<file path="config.mk">
export PLATFORM = sky130hd
export DESIGN_NAME = audio_adc_capture_flat
export DESIGN_NICKNAME = d
export VERILOG_FILES = /design/src/rtl/audio_adc_capture_if.sv /design/src/rtl/audio_adc_capture.sv /design/src/flat_wrapper.sv
export SDC_FILE = /design/constraint.sdc
export NUM_CORES = 1
export LEC_CHECK = 0
export ABC_AREA = 1
export CELL_PAD_IN_SITES_DETAIL_PLACEMENT = 0
export CELL_PAD_IN_SITES_GLOBAL_PLACEMENT = 1
export CORE_ASPECT_RATIO = 0.5
export CORE_UTILIZATION = 44
export DETAILED_ROUTE_END_ITERATION = 8
export PLACE_DENSITY_LB_ADDON = 0.1
export SYNTH_ARGS = -nofsm -noshare
export SYNTH_HDL_FRONTEND = slang
export SYNTH_SLANG_ARGS = --single-unit
export TNS_END_PERCENT = 10
</file>
<file path="constraint.sdc">
create_clock -name Clk -period 2.4 [get_ports Clk]
set_input_delay 0.6 -clock Clk [delete_from_list [all_inputs] [get_ports Clk]]
set_output_delay 0.6 -clock Clk [all_outputs]
set_load 0.01 [all_outputs]
</file>
<file path="src/rtl/audio_adc_capture_if.sv">
// Sample-pair handshake between the ADC capture block and the processor-side consumer.
// The producer drives the head pair and its valid flag; the consumer answers with ready.
interface audio_adc_capture_if #(
  parameter int SAMPLE_WIDTH = 16
);
  logic [SAMPLE_WIDTH-1:0] SAMPLE_L;
  logic [SAMPLE_WIDTH-1:0] SAMPLE_R;
  logic                    SAMPLE_VALID;
  logic                    SAMPLE_READY;

  modport master (
    output SAMPLE_L,
    output SAMPLE_R,
    output SAMPLE_VALID,
    input  SAMPLE_READY
  );

  modport slave (
    input  SAMPLE_L,
    input  SAMPLE_R,
    input  SAMPLE_VALID,
    output SAMPLE_READY
  );
endinterface

</file>
<file path="src/rtl/audio_adc_capture.sv">
// WM8731 ADC I2S receiver: deserialises left/right words clocked by the codec's
// bit clock and queues the pairs in a first-word-fall-through FIFO.
module audio_adc_capture #(
  parameter int SAMPLE_WIDTH = 16,
  parameter int FIFO_DEPTH   = 4
) (
  input  logic                 Clk,
  input  logic                 Reset,
  input  logic                 ENABLE,
  input  logic                 AUD_BCLK,
  input  logic                 AUD_ADCLRCK,
  input  logic                 AUD_ADCDAT,
  audio_adc_capture_if.master  smp,
  output logic                 OVERFLOW,
  output logic                 FRAME_ERR
);

  localparam int AW   = $clog2(FIFO_DEPTH);
  localparam int CNTW = AW + 1;
  localparam int BCW  = $clog2(SAMPLE_WIDTH + 1);

  typedef enum logic [1:0] {IDLE, SKIP, SHIFT, WAIT} state_t;

  logic [2:0]              bclk_sync_q, bclk_sync_d;
  logic [1:0]              lrck_sync_q, lrck_sync_d;
  logic [1:0]              dat_sync_q, dat_sync_d;
  logic                    lrck_prev_q, lrck_prev_d;
  state_t                  state_q, state_d;
  logic [BCW-1:0]          bit_cnt_q, bit_cnt_d;
  logic [SAMPLE_WIDTH-1:0] shift_q, shift_d;
  logic [SAMPLE_WIDTH-1:0] hold_l_q, hold_l_d;
  logic                    push_q, push_d;
  logic                    frame_err_q, frame_err_d;
  logic                    overflow_q, overflow_d;

  logic [FIFO_DEPTH-1:0][SAMPLE_WIDTH-1:0] mem_l_q, mem_l_d;
  logic [FIFO_DEPTH-1:0][SAMPLE_WIDTH-1:0] mem_r_q, mem_r_d;
  logic [AW-1:0]           wr_ptr_q, wr_ptr_d;
  logic [AW-1:0]           rd_ptr_q, rd_ptr_d;
  logic [CNTW-1:0]         count_q, count_d;

  logic brise, lrck, dat, boundary;
  logic fifo_valid, fifo_full, pop, do_push;

  // LRCK and DAT are read from the same stage as the BCLK edge detector so all three stay aligned.
  always_comb begin
    bclk_sync_d = {bclk_sync_q[1:0], AUD_BCLK};
    lrck_sync_d = {lrck_sync_q[0], AUD_ADCLRCK};
    dat_sync_d  = {dat_sync_q[0], AUD_ADCDAT};
    brise       = bclk_sync_q[1] & ~bclk_sync_q[2];
    lrck        = lrck_sync_q[1];
    dat         = dat_sync_q[1];
    lrck_prev_d = brise ? lrck : lrck_prev_q;
    boundary    = brise & (lrck ^ lrck_prev_q);
  end

  always_comb begin
    state_d     = state_q;
    bit_cnt_d   = bit_cnt_q;
    shift_d     = shift_q;
    hold_l_d    = hold_l_q;
    push_d      = 1'b0;
    frame_err_d = frame_err_q;
    if (!ENABLE) begin
      state_d = IDLE;
    end else begin
      case (state_q)
        IDLE: if (boundary && !lrck) state_d = SKIP;
        // The boundary brise already carried the I2S delay bit, so SHIFT starts right away.
        SKIP: begin
          bit_cnt_d = '0;
          state_d   = SHIFT;
        end
        SHIFT: begin
          if (boundary) begin
            frame_err_d = 1'b1;
            state_d     = lrck ? IDLE : SKIP;
          end else if (brise) begin
            shift_d   = {shift_q[SAMPLE_WIDTH-2:0], dat};
            bit_cnt_d = bit_cnt_q + 1'b1;
            if (bit_cnt_q == BCW'(SAMPLE_WIDTH - 1)) begin
              state_d = WAIT;
              if (lrck) push_d = 1'b1;
              else      hold_l_d = shift_d;
            end
          end
        end
        WAIT: if (boundary) state_d = SKIP;
        default: state_d = IDLE;
      endcase
    end
  end

  // A full FIFO still accepts a push when the head leaves on the same edge.
  always_comb begin
    fifo_valid = (count_q != '0);
    fifo_full  = (count_q == CNTW'(FIFO_DEPTH));
    pop        = fifo_valid & smp.SAMPLE_READY;
    do_push    = push_q & (~fifo_full | pop);
    mem_l_d    = mem_l_q;
    mem_r_d    = mem_r_q;
    wr_ptr_d   = wr_ptr_q;
    rd_ptr_d   = rd_ptr_q;
    if (do_push) begin
      mem_l_d[wr_ptr_q] = hold_l_q;
      mem_r_d[wr_ptr_q] = shift_q;
      wr_ptr_d          = wr_ptr_q + 1'b1;
    end
    if (pop) rd_ptr_d = rd_ptr_q + 1'b1;
    count_d    = count_q + CNTW'(do_push) - CNTW'(pop);
    overflow_d = overflow_q | (push_q & fifo_full & ~pop);
  end

  always_ff @(posedge Clk) begin
    if (Reset) begin
      bclk_sync_q <= '0;
      lrck_sync_q <= '0;
      dat_sync_q  <= '0;
      lrck_prev_q <= 1'b0;
      state_q     <= IDLE;
      bit_cnt_q   <= '0;
      shift_q     <= '0;
      hold_l_q    <= '0;
      push_q      <= 1'b0;
      frame_err_q <= 1'b0;
      overflow_q  <= 1'b0;
      mem_l_q     <= '0;
      mem_r_q     <= '0;
      wr_ptr_q    <= '0;
      rd_ptr_q    <= '0;
      count_q     <= '0;
    end else begin
      bclk_sync_q <= bclk_sync_d;
      lrck_sync_q <= lrck_sync_d;
      dat_sync_q  <= dat_sync_d;
      lrck_prev_q <= lrck_prev_d;
      state_q     <= state_d;
      bit_cnt_q   <= bit_cnt_d;
      shift_q     <= shift_d;
      hold_l_q    <= hold_l_d;
      push_q      <= push_d;
      frame_err_q <= frame_err_d;
      overflow_q  <= overflow_d;
      mem_l_q     <= mem_l_d;
      mem_r_q     <= mem_r_d;
      wr_ptr_q    <= wr_ptr_d;
      rd_ptr_q    <= rd_ptr_d;
      count_q     <= count_d;
    end
  end

  assign smp.SAMPLE_VALID = fifo_valid;
  assign smp.SAMPLE_L     = fifo_valid ? mem_l_q[rd_ptr_q] : '0;
  assign smp.SAMPLE_R     = fifo_valid ? mem_r_q[rd_ptr_q] : '0;
  assign OVERFLOW         = overflow_q;
  assign FRAME_ERR        = frame_err_q;

endmodule

</file>
<file path="src/flat_wrapper.sv">
// flat-port wrapper written by rule: the top's interface ports become plain ports
module audio_adc_capture_flat 
#(
  parameter int SAMPLE_WIDTH = 16,
  parameter int FIFO_DEPTH   = 4
)
  (Clk, Reset, ENABLE, AUD_BCLK, AUD_ADCLRCK, AUD_ADCDAT, OVERFLOW, FRAME_ERR, smp_SAMPLE_L, smp_SAMPLE_R, smp_SAMPLE_VALID, smp_SAMPLE_READY);
  audio_adc_capture_if #(.SAMPLE_WIDTH(SAMPLE_WIDTH)) smp_i ();
  input  logic Clk;
  input  logic Reset;
  input  logic ENABLE;
  input  logic AUD_BCLK;
  input  logic AUD_ADCLRCK;
  input  logic AUD_ADCDAT;
  output logic OVERFLOW;
  output logic FRAME_ERR;
  output wire logic [$bits(smp_i.SAMPLE_L)-1:0] smp_SAMPLE_L;
  output wire logic [$bits(smp_i.SAMPLE_R)-1:0] smp_SAMPLE_R;
  output wire logic [$bits(smp_i.SAMPLE_VALID)-1:0] smp_SAMPLE_VALID;
  input wire logic [$bits(smp_i.SAMPLE_READY)-1:0] smp_SAMPLE_READY;
  assign smp_SAMPLE_L = smp_i.SAMPLE_L;
  assign smp_SAMPLE_R = smp_i.SAMPLE_R;
  assign smp_SAMPLE_VALID = smp_i.SAMPLE_VALID;
  assign smp_i.SAMPLE_READY = smp_SAMPLE_READY;
  audio_adc_capture #(.SAMPLE_WIDTH(SAMPLE_WIDTH), .FIFO_DEPTH(FIFO_DEPTH)) u_core (.Clk(Clk), .Reset(Reset), .ENABLE(ENABLE), .AUD_BCLK(AUD_BCLK), .AUD_ADCLRCK(AUD_ADCLRCK), .AUD_ADCDAT(AUD_ADCDAT), .smp(smp_i), .OVERFLOW(OVERFLOW), .FRAME_ERR(FRAME_ERR));
endmodule
</file>
# Word level (Yosys, flattened, before mapping)
# Index checks and enable logic that the tools add are counted.
[word_totals] regBits=185 inputBits=7 wordCells=93
[classes] add_sub_neg=5 n_lt_le_gt_ge=3 eq_ne=11 n_mux=21 bitwise_logic=18 reduce_logical=13
[op_table] op="bitwise mux 64 bit" n=2
[op_table] op="two-way mux 16 bit" n=5
[op_table] op="binary-select mux 16 bit (select 2 bit)" n=2
[op_table] op="demux 16 bit (select 2 bit)" n=1
[op_table] op="AND reduction 4 bit" n=3
[op_table] op="two-way mux 2 bit" n=5
[op_table] op="two-way mux 5 bit" n=2
[op_table] op="case mux 5 bit (2 select lines)" n=1
[op_table] op="inverter 1 bit" n=9
[op_table] op="case mux 2 bit (4 select lines)" n=1
[op_table] op="AND 1 bit" n=6
[op_table] op="less-than comparator 2 x 3 -> 1 bit, second input constant" n=2
[op_table] op="!= test 2 x 1 -> 1 bit, second input constant" n=3
[op_table] op="!= test 3 x 1 -> 1 bit, second input constant" n=2
[op_table] op="AND reduction 6 bit" n=1
[op_table] op="OR reduction 6 bit" n=1
[op_table] op="adder 5 x 1 -> 5 bit, second input constant" n=1
[op_table] op="== test 5 x 4 -> 1 bit, second input constant" n=1
[op_table] op="adder 2 x 1 -> 2 bit, second input constant" n=2
[op_table] op="== test 2 bit, second input constant" n=2
[op_table] op="adder 3 x 1 -> 3 bit" n=1
[op_table] op="== test 3 bit, second input constant" n=1
[op_table] op="AND reduction 3 bit" n=1
[op_table] op="nonzero test 3 bit" n=1
[op_table] op="12 further kinds" n=15

# Logic depth before layout (Yosys ltp)
# Gate-level depths: netlist (run 1).
[logic_depth] word_depth=6 depth_mapped=11 ltp_nobuf=10

# Worst setup path after synthesis (run 1)
# Ideal clock, no wire load.
[synth_path] path_kind="input port to flip-flop" startpoint="input port smp_SAMPLE_READY" endpoint="register u_core.count_q[2]" arrival_ns=1.973 setup_slack_ns=0.303 cell_stages=11 path_cell_list="inv_1 -> nand3_2 -> nand2_2 -> inv_4 -> buf_2 -> ha_1 -> inv_1 -> fa_1 -> xor2_1 -> o21ai_0 -> a21oi_1"
[synth_between] elab_chain_cells=5
[synth_rtl] item="start, declared" line_no="flat_wrapper.sv:20" text="input wire logic [$bits(smp_i.SAMPLE_READY)-1:0] smp_SAMPLE_READY;"
[synth_rtl] item="AND 1 bit" line_no="audio_adc_capture.sv:98" text="pop = fifo_valid & smp.SAMPLE_READY;"
[synth_rtl] item="OR 1 bit" line_no="audio_adc_capture.sv:99" text="do_push = push_q & (~fifo_full | pop);"
[synth_rtl] item="AND 1 bit" line_no="audio_adc_capture.sv:99"
[synth_rtl] item="named net u_core.do_push" line_no="audio_adc_capture.sv:43" text="logic fifo_valid, fifo_full, pop, do_push;"
[synth_rtl] item="adder 3 x 1 -> 3 bit" line_no="audio_adc_capture.sv:110" text="count_d = count_q + CNTW'(do_push) - CNTW'(pop);"
[synth_rtl] item="subtractor 3 x 1 -> 3 bit" line_no="audio_adc_capture.sv:110"
[synth_rtl] item="end signal, assigned" line_no="audio_adc_capture.sv:148" text="count_q <= count_d;"
[synth_rtl] item="end, declared" line_no="audio_adc_capture.sv:40" text="logic [CNTW-1:0] count_q, count_d;"
# The timed path passes the listed nets, and every way through them passes these cells.
# A chain may end at the register's enable or synchronous reset.

# Worst setup path after layout (run 1)
[layout_path] startpoint="register u_core.rd_ptr_q[0]" endpoint="output port smp_SAMPLE_R[1]"
[layout_between] elab_chain_cells=3
[layout_rtl] item="start, declared" line_no="audio_adc_capture.sv:39" text="logic [AW-1:0] rd_ptr_q, rd_ptr_d;"
[layout_rtl] item="start signal, assigned" line_no="audio_adc_capture.sv:147" text="rd_ptr_q <= rd_ptr_d;"
[layout_rtl] item="binary-select mux 16 bit (select 2 bit)" line_no="audio_adc_capture.sv:154" text="assign smp.SAMPLE_R = fifo_valid ? mem_r_q[rd_ptr_q] : '0;"
[layout_rtl] item="two-way mux 16 bit (implied by the code)" line_no="audio_adc_capture.sv:154"
[layout_rtl] item="two-way mux 16 bit" line_no="audio_adc_capture.sv:154"
[layout_rtl] item="end, declared" line_no="flat_wrapper.sv:18" text="output wire logic [$bits(smp_i.SAMPLE_R)-1:0] smp_SAMPLE_R;"
# Every way passes these cells. The select of a mux whose other input is x is not followed.

==> results of run 1 <==
power groups by stage:
stage | registers (uW) | clock network, uW | logic, uW
6_report | 3190 | 2930 | 2000
3_3_place_gp | 3240 | 0 | 1930
4_1_cts | 3180 | 2960 | 1950
5_1_grt | 3200 | 3100 | 2210
3_5_place_dp | 3240 | 0 | 1940
2_1_floorplan | 3210 | 0 | 1010
sequential cells by signal, summed over array words and instances, names as in the netlist:
signal and count:
u_core.state_q 2, u_core.FRAME_ERR 1, u_core.count_q 3, u_core.wr_ptr_q 2, u_core.hold_l_q 16, u_core.bclk_sync_q 3
u_core.mem_l_q 64, u_core.dat_sync_q 2, u_core.OVERFLOW 1, u_core.shift_q 16, u_core.mem_r_q 64, u_core.rd_ptr_q 2
u_core.lrck_prev_q 1, u_core.bit_cnt_q 5, u_core.push_q 1, u_core.lrck_sync_q 2
cell usage in the layout (no fill, tap or decap), types with 2 or more instances in the layout:
cell type,count
clkinv_4,2
a21oi_2,3
dlygate4sd2_1,8
buf_12,11
nand2_2,5
nand2_1,163
clkinv_2,2
nor2_4,2
clkbuf_16,18
inv_1,41
nand4_1,19
a21boi_0,2
inv_2,3
buf_4,38
a21oi_1,201
o21ai_0,64
dfxtp_2,3
dfxtp_1,181
nand3_1,141
nand3_2,2
o21ai_1,22
clkbuf_1,2
bufinv_16,3
clkdlybuf4s50_1,7
clkinvlp_4,5
nor2_1,155
ha_1,11
xor2_1,2
clkbuf_2,22
how the worst max path moves through the flow:
stage          slack, ps  depth (start not counted)                 to
2_1_floorplan        300                         11  u_core.count_q[2]
3_3_place_gp        -110                         10  u_core.count_q[2]
3_5_place_dp        -100                         10  u_core.count_q[2]
4_1_cts             -230                          7    smp_SAMPLE_L[6]
5_1_grt              -90                          7   smp_SAMPLE_L[11]
6_report             -10                          5    smp_SAMPLE_R[1]
layout make-up:
| class | count | area, um^2 | share of cell area |
|---|---|---|---|
| Multi-Input combinational cell | 797 | 3780 | 0.401 |
| Sequential cell | 185 | 3710 | 0.394 |
| Timing Repair Buffer | 91 | 856 | 0.0909 |
| Clock buffer | 19 | 433 | 0.0460 |
| Tap cell | 234 | 293 | 0.0311 |
| Inverter | 46 | 176 | 0.0187 |
| Clock inverter | 13 | 170 | 0.0181 |
worst register-to-register path: stages, from the launching register on:
cell and delay [ps]:
dfxtp_2 360, nor3_4 220, buf_12 260, nor2_1 100, xor2_1 150, ha_1 160, inv_1 50, fa_1 370
xor2_1 160, o21ai_0 180, a21oi_1 50
cell families after synthesis:
| kind of cell | count (synthesis) | synth area share |
|---|---|---|
| compound gates | 292 | 0.180 |
| buf+inv | 142 | 0.0817 |
| xor+xnor | 2 | 0.00215 |
| flops | 185 | 0.456 |
| fa+ha+maj | 12 | 0.0194 |
| simple gates | 491 | 0.261 |
metrics by stage:
step	setup TNS [ps]	utilization	area (um^2)
3_3_place_gp	-112	0.496	8800
2_1_floorplan	0	-	8130
4_1_cts	-245	0.532	9440
5_1_grt	-656	0.531	9420
6_report	-9.83	0.531	9420
3_5_place_dp	-433	0.496	8800
layer usage:
| metal | up-vias | routed length [um] | GRT usage |
|---|---|---|---|
| li1 | 3777 | - | - |
| met1 | 3714 | 12500 | 0.391 |
| met2 | 234 | 10300 | 0.387 |
| met3 | 27 | 1670 | 0.0566 |
| met4 | 0 | 289 | 0.0781 |
| met5 | - | 0 | 0 |
what timing repair did:
| action | CTS | global route |
|---|---|---|
| pin swaps | 1 | 2 |
| buffers inserted | 0 | 4 |
| hold buffers | 0 | 0 |
| cloned | 2 | 1 |
| resized for setup | 47 | 46 |
| endpoints found under the setup margin | 33 | 30 |
==> impl_metrics.yaml, run 1 <==
synth:
  synth-main-ff-cell: "dfxtp_1"
  yosysSeqAreaShare: 0.456
  syn_area_um2: 8130
  postSynthCellCount: 1124
  yosys.area.top_type_share: 0.456
  synth_edf_count: 0
  synth_cell_types: 29
  synthTopCellsByArea: "dfxtp_1 46%, a21oi_1 13%, nand3_1 8.7%, nand2_1 7.5%, nor2_1 7.2%"
  synth_common_cells: "204 x a21oi_1, 185 x dfxtp_1, 163 x nand2_1"
  yosysWarnings: 0
  synth_top_cell_by_area: "dfxtp_1"
  syn_nets: 1143
  synth_seq_cells: 185
  async_flop_share: 0
  syn_area_per_cell_um2: 7.23
  synth.most_common_cell: "a21oi_1"
die:
  rows: 34
  core_area_um2: 17700
  dieArea_um2: 19100
  die_height_um: 98.1
  start_util: 0.458
  io_pins: 42
  fp.dieW_um: 194
critical_path:
  cpMaxStageDelayCell: "dfxtp_4"
  rr_worst_depth: 10
  critical_path_class: "flip-flop to primary output"
  required_ps: 1800
  start_kind: "flip-flop"
  r2r_setup_slack_ps: 240
  crit_chain: "inv_2 > buf_12 > o21ai_0 > a21oi_1 > dlygate4sd2_1"
  critPathArrivalTime_ps: 1810
  end_kind: "primary output"
  r2r-start: "u_core.count_q[2]"
  path_buf_inv: 3
  slowest_delay_ps: 390
  r2r_end: "u_core.count_q[2]"
  critPathTopFamily: "buffers and inverters"
  cp-startpoint: "u_core.rd_ptr_q[0]"
  cp_max_fo: 22
worst_hold_path:
  holdCritPathClass: "flip-flop to flip-flop"
  min_from: "u_core.lrck_sync_q[0]"
  min_path_cells: 2
  min_to: "u_core.lrck_sync_q[1]"
power:
  p_comb_frac: 0.246
  p_leak_uw: 0.00321
  peakVddDrop_v: 0.000670
  p_clk_frac: 0.361
  p_switching_uw: 2570
  power_density_nw_per_um2: 862
  fin_total_pwr_uw: 8120
  intPower_uw: 5550
  p_sw_frac: 0.317
  sequentialPowerShare: 0.393
placed_design:
  portBuffers: 41
  pre_cts_slack_ps: -99.1
  dp_cells: 1346
  hpwl_um: 15100
  gp_congestion: 0.843
timing:
  rsz0062_at_grt: "yes"
  fin_crit_sh: 1.00
  hold_viol: 0
  finalSetupViolCount: 1
  maxSlewHeadroom: 0.655
  holdWs_ps: 414
  fin_worst_skew_ps: 11.5
  fmax_mhz: 415
  fin_crit_ps: 2410
  setup_ws_ps: -9.83
  finalMaxSlewViolations: 0
  worstMarginPinSlew_ps: 518
layout:
  stdcell_count: 1385
  num-fill-cells: 1759
  area_growth_pct: 15.9
  final_nets: 1157
  n_antenna_cell: 0
  drive_gt1_frac: 0.111
cts:
  cts_tree: "built"
  cts_max_path_buffers: 2
  cts_buffers: 17
  clk_latency_ps: 430
  cts_root_buffer: "clkbuf_16"
  path_clk_slew_ps: 80
  cts_sinks: 185
  cts_max_level: 4
outcome:
  violations: "setup timing"
  outcome: "finished with violations"
routing:
  drtIter0Drc: 668
  ant_nets: 0
  wl_um: 24700
  drcViolationCount: 0
  via_per_inst: 5.60
  wire_per_inst_um: 17.8
  drt_first_pass_iters: 8
  vias: 7752
flow_run:
  maxCapViolCount: 0
global_route:
  antenna_found_initial: 1
  grt_pass1_wl_um: 39600
  grt_pass1_vias: 7110
  grt-ovfl-total: 0
  grt_start_max_net_pins: 98
  grt_usage: 0.266
Note: power is estimated with default switching activity, not from simulation.
==> run 2, diff against run 1 <==
--- a/config.mk
+++ b/config.mk
@@ -9,9 +9,11 @@
 export CELL_PAD_IN_SITES_DETAIL_PLACEMENT = 0
 export CELL_PAD_IN_SITES_GLOBAL_PLACEMENT = 1
 export CORE_ASPECT_RATIO = 0.5
+export CORE_MARGIN = 8
 export CORE_UTILIZATION = 44
 export DETAILED_ROUTE_END_ITERATION = 8
 export PLACE_DENSITY_LB_ADDON = 0.1
+export SETUP_SLACK_MARGIN = 0.2
 export SYNTH_ARGS = -nofsm -noshare
 export SYNTH_HDL_FRONTEND = slang
 export SYNTH_SLANG_ARGS = --single-unit
==> impl_metrics.yaml, run 2 (synthesis gave the netlist of run 1 again) <==
outcome:
  outcome: "finished clean"
timing:
  finalMaxSlewViolations: 0
  fin_crit_ps: 2350
  maxSlewHeadroom: 0.589
  fmax_mhz: 425
  tns_ps: 0
  fin_crit_sh: 0.981
  fin_worst_skew_ps: 14.7
  setup_ws_ps: 45.6
  worstMarginPinSlew_ps: 616
  finalSetupViolCount: 0
  hold_viol: 0
  rsz0062_at_grt: "yes"
critical_path:
  r2r_setup_slack_ps: 200
  end_kind: "primary output"
  crit_chain: "buf_12 > buf_12 > clkbuf_16 > nor2_1 > nor2_1 > o21ai_1 > a21oi_1 > buf_2"
  cp_max_fo: 5
  start_kind: "flip-flop"
  slowest_delay_ps: 390
  rr_worst_depth: 11
  r2r_end: "u_core.count_q[2]"
  cpMaxStageDelayCell: "dfxtp_4"
  critPathArrivalTime_ps: 1750
  r2r-start: "u_core.count_q[2]"
  critical_path_class: "flip-flop to primary output"
  required_ps: 1800
global_route:
  antenna_found_initial: 0
  grt_start_max_net_pins: 97
  grt_pass1_vias: 7210
  grt_pass1_wl_um: 41500
  grt_usage: 0.221
  grt-ovfl-total: 0
routing:
  drcViolationCount: 0
  wire_per_inst_um: 18.7
  ant_nets: 0
  wl_um: 26500
  vias: 7818
  drt_first_pass_iters: 5
  via_per_inst: 5.54
  drtIter0Drc: 725
die:
  io_pins: 42
  dieArea_um2: 23300
  die_height_um: 112
  start_util: 0.445
  rows: 35
  fp.dieW_um: 208
  core_area_um2: 18300
layout:
  n_antenna_cell: 0
  final_common_cell: "a21oi_1"
  seq_area_um2: 3710
  drive_gt1_frac: 0.165
  final_nets: 1178
  stdcell_count: 1412
  area_growth_pct: 22.3
  largest_registers: "u_core.mem_l_q x64, u_core.mem_r_q x64"
  mostFrequentLayoutCells: "196 x a21oi_1, 181 x dfxtp_1, 163 x nand2_1"
  multi_input_area_um2: 3920
  num-fill-cells: 1796
worst_hold_path:
  holdCritPathClass: "flip-flop to flip-flop"
  min_from: "u_core.lrck_sync_q[0]"
  min_path_cells: 2
  min_to: "u_core.lrck_sync_q[1]"
placed_design:
  hpwl_um: 15400
  pre_cts_slack_ps: -113
  portBuffers: 41
  dp_cells: 1351
  gp_congestion: 0.751
cts:
  clk_latency_ps: 440
  cts_buffers: 17
  cts_hold_buf: 0
  cts_tree: "built"
  cts_max_level: 4
  cts_sinks: 185
  path_clk_slew_ps: 80
  cts_max_path_buffers: 2
  cts_root_buffer: "clkbuf_16"
power:
  power_density_nw_per_um2: 895
  p_leak_uw: 0.00343
  peakVddDrop_v: 0.000585
flow_run:
  maxCapViolCount: 0
## run 2: how the worst max path moves through the flow
stage / start / endpoint / slack (ps) / depth (start not counted)
6_report: u_core.rd_ptr_q[0] / smp_SAMPLE_L[10] / 50 / 8
3_3_place_gp: smp_SAMPLE_READY / u_core.count_q[2] / -100 / 10
3_5_place_dp: smp_SAMPLE_READY / u_core.count_q[2] / -110 / 10
2_1_floorplan: smp_SAMPLE_READY / u_core.count_q[2] / 300 / 11
4_1_cts: u_core.rd_ptr_q[0] / smp_SAMPLE_R[9] / 40 / 8
5_1_grt: u_core.rd_ptr_q[0] / smp_SAMPLE_R[9] / -50 / 8
## run 2: worst max-delay path: cells and delay by family (launching register included)
kind | cells | cell delay [ps]
AO/OA/AOI/OAI | 2 | 220
buffers and inverters | 4 | 580
AND/OR/NAND/NOR | 2 | 130
flip-flops | 1 | 390
## run 2: area by class of cell
class / count / area share
tap: 240 / 0.0302
multi-input combinational: 797 / 0.394
clock buffer: 19 / 0.0435
clock inverter: 13 / 0.0146
inverter: 46 / 0.0181
timing repair buffer: 112 / 0.126
sequential: 185 / 0.374
## run 2: layer usage
layer | GRT usage | part of all wire | wire [um]
met3 | 0.0356 | 0.065 | 1730
met2 | 0.323 | 0.42 | 11200
met4 | 0.0470 | 0.0074 | 196
met5 | 0 | 0 | 0
met1 | 0.334 | 0.50 | 13300
## run 2: what timing repair did
action	4_1_cts	5_1_grt
hold endpoints to repair	0	0
cloned	8	1
pin swaps	14	34
setup endpoints to repair	34	34
setup buffers	17	3
resized for setup	190	57
## run 2: power by group
group          switching [uW]  total [uW]  internal (uW)
Sequential               65.1        3190           3120
Clock                    1300        2840           1550
Combinational            1540        2870           1330
## run 2: metrics by stage
| step | power (uW) | hold WS [ps] | instance area (um^2) | utilization |
|---|---|---|---|---|
| 2_1_floorplan | 4220 | 388 | 8130 | - |
| 3_3_place_gp | 5190 | 389 | 8800 | 0.482 |
| 3_5_place_dp | 5180 | 407 | 8800 | 0.482 |
| 4_1_cts | 8670 | 408 | 9760 | 0.534 |
| 5_1_grt | 9240 | 421 | 9940 | 0.544 |
| 6_report | 8900 | 397 | 9940 | 0.544 |
==> run 3, diff against run 2 <==
--- a/config.mk
+++ b/config.mk
@@ -10,8 +10,9 @@
 export CELL_PAD_IN_SITES_GLOBAL_PLACEMENT = 1
 export CORE_ASPECT_RATIO = 0.5
 export CORE_MARGIN = 8
-export CORE_UTILIZATION = 44
+export CORE_UTILIZATION = 46
 export DETAILED_ROUTE_END_ITERATION = 8
+export DONT_BUFFER_PORTS = 1
 export PLACE_DENSITY_LB_ADDON = 0.1
 export SETUP_SLACK_MARGIN = 0.2
 export SYNTH_ARGS = -nofsm -noshare
==> impl_metrics.yaml, run 3 (synthesis gave the netlist of run 1 again) <==
layout:
  final_common_cell: "a21oi_1"
  area_growth_pct: 13.2
  n_antenna_cell: 0
  final_area_um2: 9200
  stdcell_count: 1360
  drive_gt1_frac: 0.108
  final_nets: 1132
  mostFrequentLayoutCells: "199 x a21oi_1, 184 x dfxtp_1, 163 x nand2_1"
  largest_registers: "u_core.mem_l_q x64, u_core.mem_r_q x64"
cts:
  cts_max_path_buffers: 2
  cts_buffers: 17
  clk_latency_ps: 440
  cts_root_buffer: "clkbuf_16"
  cts_hold_buf: 0
  cts_tree: "built"
  cts_sinks: 185
  cts_max_level: 4
  path_clk_slew_ps: 80
timing:
  finalMaxSlewViolations: 0
  worstMarginPinSlew_ps: 731
  tns_ps: 0
  hold_viol: 0
  fin_crit_sh: 0.960
  rsz0062_at_grt: "yes"
  fin_crit_ps: 2300
  finalSetupViolCount: 0
  fin_worst_skew_ps: 15.7
  fmax_mhz: 434
  maxSlewHeadroom: 0.512
power:
  peakVddDrop_v: 0.000540
  power_density_nw_per_um2: 850
  sequentialPowerShare: 0.406
  p_sw_frac: 0.329
  p_clk_frac: 0.346
  intPower_uw: 5250
  p_switching_uw: 2570
  p_comb_frac: 0.248
  p_leak_uw: 0.00307
die:
  rows: 34
  io_pins: 42
  core_area_um2: 17400
  fp.dieW_um: 204
  dieArea_um2: 22400
  start_util: 0.468
  die_height_um: 110
global_route:
  grt_pass1_wl_um: 38200
  grt_start_max_net_pins: 162
  antenna_found_initial: 0
  grt_pass1_vias: 6931
  grt_usage: 0.214
  grt-ovfl-total: 0
critical_path:
  cp-startpoint: "u_core.rd_ptr_q[0]"
  cpMaxStageDelayCell: "dfxtp_4"
  start_kind: "flip-flop"
  r2r_setup_slack_ps: 350
  critical_path_class: "flip-flop to primary output"
  crit_chain: "clkinv_2 > buf_12 > o21ai_1 > a21oi_2 > buf_4"
  path_buf_inv: 3
  r2r_end: "u_core.mem_r_q[26]"
  critPathTopFamily: "buffers and inverters"
  slowest_delay_ps: 410
  rr_worst_depth: 8
  critPathArrivalTime_ps: 1700
  end_kind: "primary output"
  r2r-start: "u_core.count_q[1]"
  required_ps: 1800
  cp_max_fo: 28
worst_hold_path:
  min_to: "u_core.mem_l_q[49]"
  min_from: "Reset"
  holdCritPathClass: "input port to flip-flop"
  min_path_cells: 1
placed_design:
  hpwl_um: 13900
  gp_congestion: 0.796
  dpl-instance-area_um2: 8440
  dp_cells: 1322
  portBuffers: 0
outcome:
  outcome: "finished clean"
routing:
  drt_first_pass_iters: 6
  via_per_inst: 5.64
  drcViolationCount: 0
  ant_nets: 0
  drtIter0Drc: 654
  wl_um: 24300
  vias: 7673
  wire_per_inst_um: 17.9
flow_run:
  maxCapViolCount: 0
run 3: area by class of cell:
| class | count | area, um^2 |
|---|---|---|
| Sequential cell | 185 | 3710 |
| Timing Repair Buffer | 66 | 669 |
| Fill cell | 1740 | 8160 |
| Clock inverter | 12 | 106 |
| Tap cell | 234 | 293 |
| Inverter | 46 | 176 |
| Clock buffer | 20 | 447 |
| Multi-Input combinational cell | 797 | 3800 |
run 3: worst max path at each step:
stage	cells past startpoint	endpoint	slack, ps
global route	7	smp_SAMPLE_L[13]	30
global placement	9	u_core.count_q[2]	300
detailed placement	9	u_core.count_q[2]	280
floorplan	11	u_core.count_q[2]	300
CTS	6	smp_SAMPLE_R[11]	130
finish	5	smp_SAMPLE_R[4]	100
run 3: power by group through the flow:
stage / Combinational [uW] / Sequential [uW] / Clock (uW)
after floorplan: 1010 / 3210 / 0
after global placement: 1610 / 3230 / 0
after detailed placement: 1610 / 3230 / 0
after CTS: 1760 / 3170 / 2750
after global routing: 2120 / 3190 / 2870
final: 1940 / 3180 / 2710
run 3: metrics by stage:
stage                     utilization  hold slack, ps  total power [uW]  setup slack, ps
after floorplan                     -             388              4220              303
after global placement          0.486             390              4840              298
after detailed placement        0.486             394              4840              280
after CTS                       0.524             224              7680              127
after global routing            0.530             222              8180             30.1
final                           0.530             240              7820             95.5
run 3: timing repair:
action / 4_1_cts / 5_1_grt
setup buffers: 0 / 1
pin swaps: 1 / 5
cloned: 1 / 4
setup endpoints to repair: 33 / 44
gates resized for setup: 26 / 14
run 3: routing by layer:
layer,vias up,track usage,share of wire
li1,3735,-,-
met1,3669,0.313,0.50
met2,250,0.322,0.43
met3,19,0.0394,0.068
met4,0,0.0526,0.0077
met5,-,0,0
